[src/rtl/anc_lms_core.sv]
// Adaptive LMS FIR core: each accepted (reference, error) pair yields one anti-noise
// sample, then a weight-update pass; a single signed multiplier is shared by all taps.
module anc_lms_core #(
   parameter int TAPS = 16,
   parameter int DW   = 16,
   parameter int AW   = 40
) (
   input  logic                 S_AXI_ACLK,
   input  logic                 S_AXI_ARESETN,
   input  logic [31:0]          ctrl_port,
   input  logic [31:0]          aux_port,
   input  logic                 in_valid,
   input  logic signed [DW-1:0] ref_in,
   input  logic signed [DW-1:0] err_in,
   output logic signed [DW-1:0] y_out,
   output logic                 out_valid,
   output logic                 busy,
   output logic [15:0]          overrun_cnt
);
   localparam int KW   = $clog2(TAPS);
   localparam int PW   = 2 * DW;
   localparam int FRAC = DW - 1;
   localparam logic [KW-1:0]        K_LAST  = KW'(TAPS - 1);
   localparam logic signed [AW-1:0] SAT_MAX = {{(AW-DW+1){1'b0}}, {(DW-1){1'b1}}};
   localparam logic signed [AW-1:0] SAT_MIN = {{(AW-DW+1){1'b1}}, {(DW-1){1'b0}}};
   localparam logic signed [DW-1:0] ZERO_DW = {DW{1'b0}};

   typedef enum logic [1:0] {
      IDLE   = 2'd0,
      FILTER = 2'd1,
      OUTPUT = 2'd2,
      UPDATE = 2'd3
   } state_t;

   // Clamp a wide signed value into the DW-bit signed range; nothing ever wraps.
   function automatic logic signed [DW-1:0] sat_dw(input logic signed [AW-1:0] v);
      logic signed [DW-1:0] r;
      if (v > SAT_MAX) begin
         r = SAT_MAX[DW-1:0];
      end else if (v < SAT_MIN) begin
         r = SAT_MIN[DW-1:0];
      end else begin
         r = v[DW-1:0];
      end
      return r;
   endfunction

   state_t               state_r;
   logic signed [DW-1:0] x_r [TAPS];
   logic signed [DW-1:0] w_r [TAPS];
   logic signed [DW-1:0] e_l_r;
   logic signed [AW-1:0] acc_r;
   logic [KW-1:0]        k_r;
   logic signed [DW-1:0] y_r;
   logic                 out_valid_r;
   logic                 busy_r;
   logic [15:0]          overrun_r;

   logic                 enable_s;
   logic                 clear_s;
   logic                 freeze_s;
   logic [3:0]           mu_shift_s;
   logic signed [DW-1:0] gain_s;
   logic                 unused_s;
   logic signed [DW-1:0] op_a_s;
   logic signed [DW-1:0] op_b_s;
   logic signed [PW-1:0] prod_s;
   logic signed [AW-1:0] prod_ext_s;
   logic signed [DW-1:0] acc_q_s;
   logic signed [DW-1:0] y_next_s;
   logic [5:0]           upd_sh_s;
   logic signed [DW-1:0] w_next_s;

   assign enable_s   = ctrl_port[0];
   assign clear_s    = ctrl_port[1];
   assign freeze_s   = ctrl_port[2];
   assign mu_shift_s = ctrl_port[7:4];
   assign gain_s     = DW'($signed(aux_port[15:0]));
   assign unused_s   = ^{ctrl_port[31:8], ctrl_port[3], aux_port[31:16]};

   // Operand selection for the single shared multiplier, by phase.
   always_comb begin
      op_a_s = ZERO_DW;
      op_b_s = ZERO_DW;
      case (state_r)
         FILTER: begin
            op_a_s = w_r[k_r];
            op_b_s = x_r[k_r];
         end
         OUTPUT: begin
            op_a_s = acc_q_s;
            op_b_s = gain_s;
         end
         UPDATE: begin
            op_a_s = e_l_r;
            op_b_s = x_r[k_r];
         end
         default: begin
            op_a_s = ZERO_DW;
            op_b_s = ZERO_DW;
         end
      endcase
   end

   assign prod_s     = PW'(op_a_s) * PW'(op_b_s);
   assign prod_ext_s = AW'(prod_s);
   assign acc_q_s    = sat_dw(acc_r >>> FRAC);
   assign y_next_s   = sat_dw(prod_ext_s >>> FRAC);
   assign upd_sh_s   = 6'(FRAC) + {2'b00, mu_shift_s};
   assign w_next_s   = sat_dw(AW'(w_r[k_r]) + (prod_ext_s >>> upd_sh_s));

   // Sequencer: IDLE -> FILTER (TAPS MACs) -> OUTPUT -> UPDATE (TAPS weight writes).
   always_ff @(posedge S_AXI_ACLK) begin
      if (!S_AXI_ARESETN) begin
         state_r     <= IDLE;
         for (int i = 0; i < TAPS; i++) begin
            x_r[i] <= ZERO_DW;
            w_r[i] <= ZERO_DW;
         end
         e_l_r       <= ZERO_DW;
         acc_r       <= {AW{1'b0}};
         k_r         <= {KW{1'b0}};
         y_r         <= ZERO_DW;
         out_valid_r <= 1'b0;
         busy_r      <= 1'b0;
         overrun_r   <= 16'h0000;
      end else begin
         out_valid_r <= 1'b0;
         if (in_valid && (state_r != IDLE) && (overrun_r != 16'hFFFF)) begin
            overrun_r <= overrun_r + 16'h0001;
         end else begin
            overrun_r <= overrun_r;
         end
         case (state_r)
            IDLE: begin
               if (clear_s) begin
                  for (int i = 0; i < TAPS; i++) begin
                     x_r[i] <= ZERO_DW;
                     w_r[i] <= ZERO_DW;
                  end
               end else if (in_valid && enable_s) begin
                  for (int i = TAPS - 1; i > 0; i--) begin
                     x_r[i] <= x_r[i-1];
                  end
                  x_r[0]  <= ref_in;
                  e_l_r   <= err_in;
                  acc_r   <= {AW{1'b0}};
                  k_r     <= {KW{1'b0}};
                  state_r <= FILTER;
                  busy_r  <= 1'b1;
               end else if (in_valid) begin
                  // Disabled: answer with silence, leave the delay line alone.
                  y_r         <= ZERO_DW;
                  out_valid_r <= 1'b1;
               end else begin
                  state_r <= IDLE;
               end
            end
            FILTER: begin
               acc_r <= acc_r + prod_ext_s;
               k_r   <= k_r + KW'(1);
               if (k_r == K_LAST) begin
                  state_r <= OUTPUT;
               end else begin
                  state_r <= FILTER;
               end
            end
            OUTPUT: begin
               y_r         <= y_next_s;
               out_valid_r <= 1'b1;
               k_r         <= {KW{1'b0}};
               if (freeze_s) begin
                  state_r <= IDLE;
                  busy_r  <= 1'b0;
               end else begin
                  state_r <= UPDATE;
               end
            end
            UPDATE: begin
               w_r[k_r] <= w_next_s;
               k_r      <= k_r + KW'(1);
               if (k_r == K_LAST) begin
                  state_r <= IDLE;
                  busy_r  <= 1'b0;
               end else begin
                  state_r <= UPDATE;
               end
            end
            default: begin
               state_r <= IDLE;
               busy_r  <= 1'b0;
            end
         endcase
      end
   end

   assign y_out       = y_r;
   assign out_valid   = out_valid_r;
   assign busy        = busy_r;
   assign overrun_cnt = overrun_r;

endmodule

[config.mk]
export PLATFORM = sky130hd
export DESIGN_NAME = anc_lms_core
export DESIGN_NICKNAME = d
export VERILOG_FILES = /design/src/rtl/anc_lms_core.sv
export SDC_FILE = /design/constraint.sdc
export NUM_CORES = 2
export LEC_CHECK = 0
export BUFFER_PORTS_ARGS = -buffer_cell sky130_fd_sc_hd__buf_2
export CELL_PAD_IN_SITES_DETAIL_PLACEMENT = 1
export CELL_PAD_IN_SITES_GLOBAL_PLACEMENT = 2
export CORE_UTILIZATION = 26
export DETAILED_ROUTE_END_ITERATION = 10
export GPL_ROUTABILITY_DRIVEN = 0
export PLACE_DENSITY_LB_ADDON = 0.1
export SYNTH_ARGS = -nofsm -noshare
export SYNTH_HDL_FRONTEND = slang
export SYNTH_SLANG_ARGS = --single-unit
export TNS_END_PERCENT = 20
[constraint.sdc]
create_clock -name S_AXI_ACLK -period 16.1 [get_ports S_AXI_ACLK]
set_input_delay 3.22 -clock S_AXI_ACLK [delete_from_list [all_inputs] [get_ports S_AXI_ACLK]]
set_output_delay 3.22 -clock S_AXI_ACLK [all_outputs]
set_load 0.1 [all_outputs]
==> results.sh <==
export IMPL_status="completed"
export IMPL_crit_start="aux_port[1]"
export IMPL_num_nets_final=4798
export IMPL_rsz0062_at_grt="no"
export IMPL_viasPerCell=5.074
export IMPL_setup_violations=0
export IMPL_start_util_pct=26.30
export IMPL_fin_crit_ns=15.11
export IMPL_synth_edf_count=400
export IMPL_seqPwrFrac_pct=43.6
export IMPL_clk_pin_slew_ns=0.06
export IMPL_drt_total_wl_um=157300
export IMPL_h_tree_depth=3
export IMPL_antenna_found_initial=8
export IMPL_grt_max_degree=110
export IMPL_fmax_mhz=66.20
export IMPL_fillers=18680
export IMPL_io_pins=133
export IMPL_cts_root_buf="clkbuf_16"
export IMPL_clk_insertion_delay_late_ns=0.70
export IMPL_crit_path_end_kind="flop"
export IMPL_final_period_utilization_pct=93.83
export IMPL_layout_drive_gt1_share_pct=16.50
export IMPL_drc=0
export IMPL_met1_length_um=77520
export IMPL_synthFlopType="edfxtp_1"
export IMPL_most_common_layout_cells="nand2_1, edfxtp_1, inv_1"
export IMPL_tns_ns=0
export IMPL_grt_pass1_vias=34930
export IMPL_num_vias=33200
export IMPL_fp_dieW_um=414.2
export IMPL_p_sw_share_pct=27.32
export IMPL_multi_input_area_mm2=0.02530
export IMPL_cts_tree="built"
export IMPL_cts_hold_buffers=0
export IMPL_finalMaxSlewViolations=0
export IMPL_hold_viol=0
export IMPL_p_leak_nw=19.74
export IMPL_grtUsageTotal_pct=18.21
export IMPL_postCtsSetupBuffers=0
export IMPL_avgSynthCellArea_um2=10.34
export IMPL_grt_overflow=0
export IMPL_place_ws_ns=0.3712
export IMPL_required_ns=16.59
export IMPL_worst_path_largest_cell_delay_ns=0.58
export IMPL_final_common_cell="nand2_1"
export IMPL_powerDensity_mw_per_mm2=80.15
export IMPL_ir_worst_vdd_mv=0.07094
export IMPL_seqCellArea_mm2=0.01627
export IMPL_grt_first_pass_wirelength_um=236900
export IMPL_critPathLaunchType="primary input"
export IMPL_core_area_mm2=0.1680
export IMPL_clk_path_buf_depth=3
export IMPL_post_cts_resized=0
export IMPL_drv_cap=0
export IMPL_hpwl_um=113900
export IMPL_first_pass_iters=5
export IMPL_wl_met2_um=70850
export IMPL_synthArstFlopShare_pct=0
export IMPL_synth_seq_area_share_pct=36.80
export IMPL_top_layer_used="met5"
export IMPL_arrival_ns=15.59
export IMPL_yosysWarnings=0
export IMPL_hold_class="flop to flop"
export IMPL_ys_seq_elements=612
export IMPL_r2r_slack_ns=1.45
export IMPL_finalWorstSetupSlack_ns=0.9937
export IMPL_yosysUniqueCellTypes=93
export IMPL_dieArea_mm2=0.1716
export IMPL_intPower_mw=2.926
export IMPL_p_clk_share_pct=45.9
export IMPL_r2r_cells=42
export IMPL_io_buffers=91
export IMPL_final_util_pct=29.90
export IMPL_syn_inst=4271
export IMPL_crit_top_cell="fa_1"
export IMPL_worst_pin_slew_ns=1.174
export IMPL_relSlewSlack_pct=21.75
export IMPL_syn_nets=4794
export IMPL_cp_endpoint="w_r[11][3]"
export IMPL_numCtsBuffers=80
export IMPL_netlist_area_mm2=0.04418
export IMPL_worstReg2RegStart="acc_r[38]"
export IMPL_ant_nets=0
export IMPL_cts_sinks=612
export IMPL_area_growth_pct=13.71
export IMPL_fin_skew_ns=0.04735
export IMPL_path_max_fanout=83
export IMPL_dr_wl_met3_um=5558
export IMPL_first_iter_violations=1996
export IMPL_regToRegEndpoint="w_r[11][3]"
export IMPL_rows=150
export IMPL_chipHeight_um=414.2
export IMPL_comb_power_share_pct=10.5
export IMPL_p_switching_mw=1.100
export IMPL_critical_path_class="primary input to flop"
export IMPL_drt_wirelength_per_cell_um=24.04
export IMPL_cp_slowest_cell="o21ai_1"
==> how the worst min path moves through the flow <==
stage	from	end	slack [ns]	depth (start not counted)
floorplan	x_r[15][0]	x_r[15][0]	0.43	2
global placement	y_out[8]	y_out[8]	0.44	2
detailed placement	y_out[6]	y_out[6]	0.45	2
CTS	y_out[4]	y_out[4]	0.45	2
global route	x_r[15][5]	x_r[15][5]	0.47	2
finish	y_out[6]	y_out[6]	0.45	2
==> registers in the layout, summed over array words and instances, names as in the netlist, named ones only <==
register / count
acc_r: 40
busy: 1
e_l_r: 16
k_r: 4
out_valid: 1
overrun_cnt: 16
state_r: 2
w_r: 256
x_r: 256
y_out: 16
==> synth_stat cells (16+ instances only) <==
cell type | number | area share, %
clkbuf_1 | 244 | 2.1
and3_1 | 175 | 2.5
a211oi_2 | 100 | 2.8
xnor2_1 | 54 | 1.1
o211ai_1 | 26 | 0.44
a31oi_1 | 105 | 1.5
inv_1 | 363 | 3.1
nor2_1 | 327 | 2.8
mux4_2 | 166 | 8.5
a211oi_1 | 74 | 1.3
a21oi_1 | 165 | 1.9
nand4_1 | 18 | 0.25
dfxtp_1 | 212 | 9.6
o21ai_1 | 22 | 0.25
mux2i_1 | 21 | 0.48
xor2_1 | 35 | 0.69
a221oi_1 | 19 | 0.38
o21ai_0 | 198 | 2.2
a21o_1 | 47 | 0.80
and2_1 | 22 | 0.31
buf_4 | 20 | 0.34
a22oi_1 | 54 | 0.92
nor3_1 | 39 | 0.44
fa_1 | 264 | 12
edfxtp_1 | 400 | 27
buf_1 | 30 | 0.25
or2_2 | 35 | 0.50
nand2b_1 | 56 | 0.79
buf_2 | 19 | 0.22
nor2b_1 | 25 | 0.35
nand3_1 | 41 | 0.46
o21a_1 | 16 | 0.27
nand2_1 | 491 | 4.2
ha_1 | 160 | 4.5
==> power by group through the flow <==
stage / logic [mW] / clock network, mW / registers (mW)
2_1_floorplan: 0.264 / 0 / 1.78
3_3_place_gp: 0.429 / 0 / 1.79
3_5_place_dp: 0.427 / 0 / 1.79
4_1_cts: 0.429 / 1.91 / 1.75
5_1_grt: 0.455 / 1.96 / 1.76
6_report: 0.423 / 1.85 / 1.75
==> worst max-delay path: cells and delay by family <==
family,cells,cell delay [ns]
AO/OA/AOI/OAI,10,3.42
XOR/XNOR,1,0.50
adder cells (fa/ha/maj),9,4.09
buffers and inverters,10,1.33
multiplexers,3,0.86
AND/OR/NAND/NOR,8,2.03
==> metal layers <==
metal / up-vias / global-route usage [%]
li1: 15360 / -
met1: 17200 / 26.29
met2: 502 / 28.65
met3: 145 / 2.504
met4: 2 / 4.222
met5: - / 0
==> logic make-up (layout without fill, tap and decap cells) <==
group / count (synthesis) / in the layout / synth area share [%]
buffers and inverters: 684 / 752 / 6.155
other: 0 / 1 / 0
and+or+nand+nor: 1291 / 1291 / 13.63
muxes: 199 / 199 / 9.245
DFF: 612 / 612 / 36.80
AOI/OAI and AO/OA: 972 / 972 / 15.91
adders and majority gates: 424 / 424 / 16.50
xor gates and xnor gates: 89 / 89 / 1.765
==> cell type report <==
cell class                      count  area share, %
Sequential cell                   612          32.39
Antenna cell                        1       0.004982
Clock buffer                      107          4.369
Tap cell                         2204          5.490
Timing Repair Buffer              242          3.716
Multi-Input combinational cell   2975          50.36
Clock inverter                     39         0.9490
Inverter                          364          2.723
==> per-stage QoR <==
step | power (mW) | hold WS (ns) | instances | cell area, um2
after global placement | 2.215 | 0.4417 | 6397 | 47560
after floorplan | 2.039 | 0.4328 | 4271 | 44180
final | 4.026 | 0.4472 | 6544 | 50230
after global routing | 4.177 | 0.4697 | 6543 | 50230
after CTS | 4.094 | 0.4535 | 6543 | 50230
after detailed placement | 2.214 | 0.4458 | 6397 | 47560
(Power assumes the default switching activity.)
